[src/rtl/pid_pkg.sv]
// Shared types, width helpers and the signed clamp function for pid_controller_mc.
package pid_pkg;

  typedef enum logic [2:0] {
    S_IDLE,
    S_ERR,
    S_MUL_P,
    S_MUL_I,
    S_MUL_D,
    S_SUM,
    S_OUT
  } pid_state_t;

  localparam int PID_INT_WIDTH_DEF  = 8;
  localparam int PID_FRAC_WIDTH_DEF = 8;
  localparam int GAIN_WIDTH_DEF     = PID_INT_WIDTH_DEF + PID_FRAC_WIDTH_DEF;

  typedef logic [GAIN_WIDTH_DEF-1:0] gain_t;

  // Product of a zero-extended gain and an error difference (PV_WIDTH+2 bits).
  function automatic int prod_width(input int gain_w, input int pv_w);
    return (gain_w + 1) + (pv_w + 2);
  endfunction

  function automatic int sum_width(input int acc_w);
    return acc_w + 2;
  endfunction

  function automatic logic signed [63:0] sat_signed(input logic signed [63:0] value,
                                                    input int width);
    logic signed [63:0] hi;
    logic signed [63:0] lo;
    hi = (64'sd1 <<< (width - 1)) - 64'sd1;
    lo = -hi - 64'sd1;
    if (value > hi) return hi;
    if (value < lo) return lo;
    return value;
  endfunction

endpackage

[src/rtl/pid_controller_mc_saturate.sv]
// pid_saturate: arithmetic right shift (floor) followed by a signed clamp to OUT_W bits.
module pid_saturate
  import pid_pkg::*;
#(
  parameter int IN_W  = 34,
  parameter int SHIFT = 8,
  parameter int OUT_W = 16
) (
  input  logic signed [IN_W-1:0]  din,
  output logic signed [OUT_W-1:0] dout,
  output logic                    sat
);

  logic signed [63:0] shifted;
  logic signed [63:0] clamped;

  always_comb begin
    shifted = 64'(din) >>> SHIFT;
    clamped = sat_signed(shifted, OUT_W);
    dout    = clamped[OUT_W-1:0];
    sat     = (clamped != shifted);
  end

endmodule

[src/rtl/pid_controller_mc.sv]
// Time-multiplexed multi-channel PID controller sharing one signed multiplier.
// Optional conditional-integration anti-windup is enabled by defining PID_ANTI_WINDUP_EN.
//
// state   | meaning
// IDLE    | in_ready high, wait for a sample
// ERR     | form error, fetch (or clear) channel state
// MUL_P   | proportional product
// MUL_I   | integral product, saturating accumulate
// MUL_D   | derivative product (zero until primed)
// SUM     | sum, shift, clamp, register outputs, write back channel state
// OUT     | one-cycle out_valid pulse
module pid_controller_mc
  import pid_pkg::*;
#(
  parameter int PID_INT_WIDTH  = 8,
  parameter int PID_FRAC_WIDTH = 8,
  parameter int PV_WIDTH       = 9,
  parameter int CONTROL_WIDTH  = 16,
  parameter int NUM_CH         = 4,
  parameter int ACC_WIDTH      = 32,
  localparam int CH_W          = (NUM_CH > 1) ? $clog2(NUM_CH) : 1,
  localparam int GAIN_W        = PID_INT_WIDTH + PID_FRAC_WIDTH
) (
  input  logic                              clk,
  input  logic                              reset,
  input  logic [NUM_CH-1:0][GAIN_W-1:0]     k_p,
  input  logic [NUM_CH-1:0][GAIN_W-1:0]     k_i,
  input  logic [NUM_CH-1:0][GAIN_W-1:0]     k_d,
  input  logic                              in_valid,
  output logic                              in_ready,
  input  logic [CH_W-1:0]                   in_ch,
  input  logic                              in_clear,
  input  logic [PV_WIDTH-1:0]               setpoint,
  input  logic [PV_WIDTH-1:0]               feedback,
  output logic                              out_valid,
  output logic [CH_W-1:0]                   out_ch,
  output logic signed [PV_WIDTH:0]          error,
  output logic signed [CONTROL_WIDTH-1:0]   control_out,
  output logic                              out_sat
);

  localparam int E_W    = PV_WIDTH + 1;
  localparam int D_W    = PV_WIDTH + 2;
  localparam int MA_W   = GAIN_W + 1;
  localparam int PROD_W = prod_width(GAIN_W, PV_WIDTH);
  localparam int SUM_W  = sum_width(ACC_WIDTH);

  pid_state_t state, state_nxt;

  logic [CH_W-1:0]              ch_q;
  logic                         ch_ok_q;
  logic                         clr_q;
  logic [PV_WIDTH-1:0]          sp_q, fb_q;
  logic signed [E_W-1:0]        e_q, prev_q;
  logic signed [ACC_WIDTH-1:0]  acc_q, ui_q, acc_upd_q;
  logic                         primed_q;
  logic signed [PROD_W-1:0]     up_q, ud_q;

  logic signed [ACC_WIDTH-1:0]  acc_mem [NUM_CH];
  logic signed [E_W-1:0]        prev_mem [NUM_CH];
  logic                         primed_mem [NUM_CH];

  logic [CH_W-1:0]              ch_idx;
  logic                         in_ch_ok;
  logic signed [MA_W-1:0]       mul_a;
  logic signed [D_W-1:0]        mul_b;
  logic signed [PROD_W-1:0]     mul_p;
  logic signed [ACC_WIDTH:0]    i_sum;
  logic signed [ACC_WIDTH-1:0]  ui_sat;
  logic                         ui_clamped;
  logic signed [SUM_W-1:0]      s_sum;
  logic signed [CONTROL_WIDTH-1:0] ctrl;
  logic                         ctrl_sat;
  logic signed [ACC_WIDTH-1:0]  acc_new;

  assign ch_idx   = ch_ok_q ? ch_q : '0;
  assign in_ch_ok = ({1'b0, in_ch} < (CH_W + 1)'(NUM_CH));

  always_ff @(posedge clk or posedge reset) begin
    if (reset) state <= S_IDLE;
    else       state <= state_nxt;
  end

  always_comb begin
    state_nxt = state;
    in_ready  = 1'b0;
    out_valid = 1'b0;
    case (state)
      S_IDLE: begin
        in_ready = 1'b1;
        if (in_valid) state_nxt = S_ERR;
      end
      S_ERR:   state_nxt = S_MUL_P;
      S_MUL_P: state_nxt = S_MUL_I;
      S_MUL_I: state_nxt = S_MUL_D;
      S_MUL_D: state_nxt = S_SUM;
      S_SUM:   state_nxt = S_OUT;
      S_OUT: begin
        out_valid = ch_ok_q;
        state_nxt = S_IDLE;
      end
      default: state_nxt = S_IDLE;
    endcase
  end

  // One shared multiplier; operand selection follows the state.
  always_comb begin
    mul_a = '0;
    mul_b = D_W'(e_q);
    case (state)
      S_MUL_P: mul_a = {1'b0, k_p[ch_idx]};
      S_MUL_I: mul_a = {1'b0, k_i[ch_idx]};
      S_MUL_D: begin
        mul_a = {1'b0, k_d[ch_idx]};
        mul_b = D_W'(e_q) - D_W'(prev_q);
      end
      default: ;
    endcase
    mul_p = PROD_W'(mul_a) * PROD_W'(mul_b);
    i_sum = (ACC_WIDTH + 1)'(acc_q) + (ACC_WIDTH + 1)'(mul_p);
    s_sum = SUM_W'(up_q) + SUM_W'(ui_q) + SUM_W'(ud_q);
  end

  pid_saturate #(.IN_W(ACC_WIDTH + 1), .SHIFT(0), .OUT_W(ACC_WIDTH)) u_int_sat (
    .din  (i_sum),
    .dout (ui_sat),
    .sat  (ui_clamped)
  );

  pid_saturate #(.IN_W(SUM_W), .SHIFT(PID_FRAC_WIDTH), .OUT_W(CONTROL_WIDTH)) u_out_sat (
    .din  (s_sum),
    .dout (ctrl),
    .sat  (ctrl_sat)
  );

`ifdef PID_ANTI_WINDUP_EN
  logic e_pos, e_neg, hold;
  always_comb begin
    e_pos   = !e_q[E_W-1] && (e_q != '0);
    e_neg   = e_q[E_W-1];
    // Freeze the integrator while the output is pinned in the direction the error pushes.
    hold    = ctrl_sat && ((!s_sum[SUM_W-1] && e_pos) || (s_sum[SUM_W-1] && e_neg));
    acc_new = hold ? acc_q : acc_upd_q;
  end
`else
  assign acc_new = acc_upd_q;
`endif

  always_ff @(posedge clk or posedge reset) begin
    if (reset) begin
      ch_q        <= '0;
      ch_ok_q     <= 1'b0;
      clr_q       <= 1'b0;
      sp_q        <= '0;
      fb_q        <= '0;
      e_q         <= '0;
      prev_q      <= '0;
      acc_q       <= '0;
      primed_q    <= 1'b0;
      up_q        <= '0;
      ui_q        <= '0;
      acc_upd_q   <= '0;
      ud_q        <= '0;
      out_ch      <= '0;
      error       <= '0;
      control_out <= '0;
      out_sat     <= 1'b0;
      for (int i = 0; i < NUM_CH; i++) begin
        acc_mem[i]    <= '0;
        prev_mem[i]   <= '0;
        primed_mem[i] <= 1'b0;
      end
    end else begin
      case (state)
        S_IDLE: if (in_valid) begin
          ch_q    <= in_ch;
          ch_ok_q <= in_ch_ok;
          clr_q   <= in_clear;
          sp_q    <= setpoint;
          fb_q    <= feedback;
        end
        S_ERR: begin
          e_q      <= $signed({1'b0, sp_q}) - $signed({1'b0, fb_q});
          acc_q    <= clr_q ? '0 : acc_mem[ch_idx];
          prev_q   <= clr_q ? '0 : prev_mem[ch_idx];
          primed_q <= clr_q ? 1'b0 : primed_mem[ch_idx];
        end
        S_MUL_P: up_q <= mul_p;
        S_MUL_I: begin
          ui_q <= ui_sat;
`ifdef PID_ANTI_WINDUP_EN
          acc_upd_q <= ui_sat;
`else
          acc_upd_q <= i_sum[ACC_WIDTH-1:0];
`endif
        end
        S_MUL_D: ud_q <= primed_q ? mul_p : '0;
        S_SUM: if (ch_ok_q) begin
          out_ch              <= ch_q;
          error               <= e_q;
          control_out         <= ctrl;
          out_sat             <= ctrl_sat;
          acc_mem[ch_idx]     <= acc_new;
          prev_mem[ch_idx]    <= e_q;
          primed_mem[ch_idx]  <= 1'b1;
        end
        default: ;
      endcase
    end
  end

endmodule

[config.mk]
export PLATFORM = sky130hd
export DESIGN_NAME = pid_controller_mc
export DESIGN_NICKNAME = d
export VERILOG_FILES = /design/src/rtl/pid_pkg.sv /design/src/rtl/pid_controller_mc_saturate.sv /design/src/rtl/pid_controller_mc.sv
export SDC_FILE = /design/constraint.sdc
export NUM_CORES = 2
export LEC_CHECK = 0
export CAP_MARGIN = 20
export CORE_ASPECT_RATIO = 0.9
export CORE_MARGIN = 4
export CORE_UTILIZATION = 36
export DETAILED_ROUTE_END_ITERATION = 16
export REMOVE_ABC_BUFFERS = 1
export SYNTH_ARGS = -nofsm -noshare
export SYNTH_HDL_FRONTEND = slang
export SYNTH_HIERARCHICAL = 1
export SYNTH_SLANG_ARGS = --single-unit
[constraint.sdc]
create_clock -name clk -period 22.8 [get_ports clk]
set_input_delay 3.42 -clock clk [delete_from_list [all_inputs] [get_ports clk]]
set_output_delay 3.42 -clock clk [all_outputs]
set_load 0.01 [all_outputs]
==> reports/summary.txt <==
Io pins = 247
# hold bufs at CTS = 0
Starting Density = 0.363
Maxcap violations = 0
Share of cells above drive strength 1 = 0.124
Site Rows = 99
Core footprint = 0.0811 mm²
Syn Area/Cell = 9.63 µm²
Largest net degree at the start of global routing = 179
Worst-Skew Late Latency = 0.60 ns
F_max = 0.0823 GHz
Post-detailed-route count of antenna-violating nets = 0
Hold slack = 0.464 ns
Hold violation count in the final report = 0
Routability cong. = 0.954
Vias in the first global route = 22900
Met2 Use GR = 0.299
Root Buffer = clkbuf_16
Slew margin rel. = 0.214
Global-route wire length before repair = 133000 µm
Met1 usage = 0.287
Busiest grt layer = met2
PostCTS Resize Cnt = 0
Vias = 23000
Port Buffers = 246
CTS sink cnt = 399
Overflow after GRT = 0
Area delta synth->final = 17.0%
Die width = 310 µm
Die Height = 279 µm
CP arrival = 12.57 ns
Count of final setup violators = 0
Worst endpoint required time = 23.23 ns
1st-pass router iterations = 5
Outcome = complete, no violations
GR Util All Layers = 0.192
Routing usage on met3 = 0.0288
Antenna violations before repair = 0
Post-route DRC = 0
Unrepaired setup endpoints after global routing = false
Max FO, Critical Path = 31
Worst-path clk slew = 0.06 ns
Deepest clock path buffer count = 3
Critical path startpoint category = input port
Die area = 0.0865 mm²
CP max-delay cell = a211oi_2
Critical path class = input port to flip-flop
Fin crit share = 0.533
CTS tree = done
DPL Wire Length = 62000 µm
Mapped Cells = 3061
Worst setup EP type = flip-flop
CTS Buf Count = 47
Hold Path Class = flip-flop to flip-flop
WL/cell = 19.5 µm
Worst path most repeated cell = fa_1
Net count reported at finish = 3773
Post-CTS Repair Setup Buffers = 0
DR vias/cell = 5.33
Tmin final = 12.15 ns
Mapped cell area = 0.0295 mm²
Slew Viols, Final = 0
Ys Warns = 6
Worst Clk Skew = 0.0248 ns
H-tree lvl count = 2
Total Wirelength = 84400 µm
Ant. Diodes = 0
Slew @ Worst Pin = 1.18 ns
1st-iter DRT viols = 1469
Crit-path max cell delay = 0.75 ns
Setup_tns = 0 ns
sequential cells by signal (all words and copies together), names as in the netlist, 3 cells and up:
signal,flops
sp_q,9
acc_new,32
ui_q,32
fb_q,9
error,10
control_out,16
prev_q,10
primed_mem,4
up_q,28
prev_mem,40
acc_q,32
acc_mem,128
e_q,10
state,3
ud_q,28
metal layers:
layer / wire, µm / part of all wire / vias up
met2: 38400 / 0.45 / 531
li1: - / - / 10900
met4: 1310 / 0.015 / 0
met3: 4450 / 0.053 / 94
met5: 0 / 0 / -
met1: 40200 / 0.48 / 11500
per-stage QoR:
stage | setup WS [ns] | util | cells | cell area, µm²
finish | 10.65 | 0.425 | 4327 | 34500
global route | 10.09 | 0.425 | 4327 | 34500
global placement | 10.18 | 0.405 | 4239 | 32800
detailed placement | 10.13 | 0.405 | 4239 | 32800
CTS | 10.71 | 0.425 | 4326 | 34400
floorplan | 8.28 | - | 2896 | 28700
path summary, 6_finish.rpt:
kind | start | to | slack, ns | cells after the start
worst max-delay path | k_i[41] | ui_q[0] | 10.65 | 35
worst min-delay path | primed_mem[3] | primed_mem[3] | 0.46 | 1
worst min register to register | primed_mem[3] | primed_mem[3] | 0.46 | 1
min in group asynchronous | reset | acc_mem[59] | 3.33 | 2
worst max register to register | ch_q[0] | ui_q[0] | 12.05 | 36
max in group asynchronous | reset | ch_q[0] | 18.02 | 3
cell type report:
| class | count | area [µm²] |
|---|---|---|
| clock buffers | 65 | 1380 |
| inverters | 260 | 983 |
| multi-input cells | 2237 | 17800 |
| fillers | 7904 | 46700 |
| clock inverters | 22 | 240 |
| repair buffers | 284 | 2770 |
| flip-flops and latches | 399 | 9990 |
| well taps | 1060 | 1330 |
worst max-delay path: cells and delay by family:
family	cells	cell delay, ns
multiplexers	1	0.17
AND/OR/NAND/NOR	6	0.58
adder cells (fa/ha/maj)	8	3.61
buffers and inverters	7	1.09
AO/OA/AOI/OAI	12	3.37
XOR/XNOR	1	0.29
placed cells by master (no fill, tap or decap), types with 67 or more instances in the layout:
cell type / instances
nand2_1: 479
o21ai_0: 174
nor2_1: 161
inv_1: 250
dfrtp_1: 398
ha_1: 166
fa_1: 162
mux2_2: 174
a21oi_1: 113
clkdlybuf4s50_1: 246
a221oi_1: 67
Power is left out: the tool's default activity adds up to more than one toggle a clock period on the data nets, which glitch-free logic cannot reach.
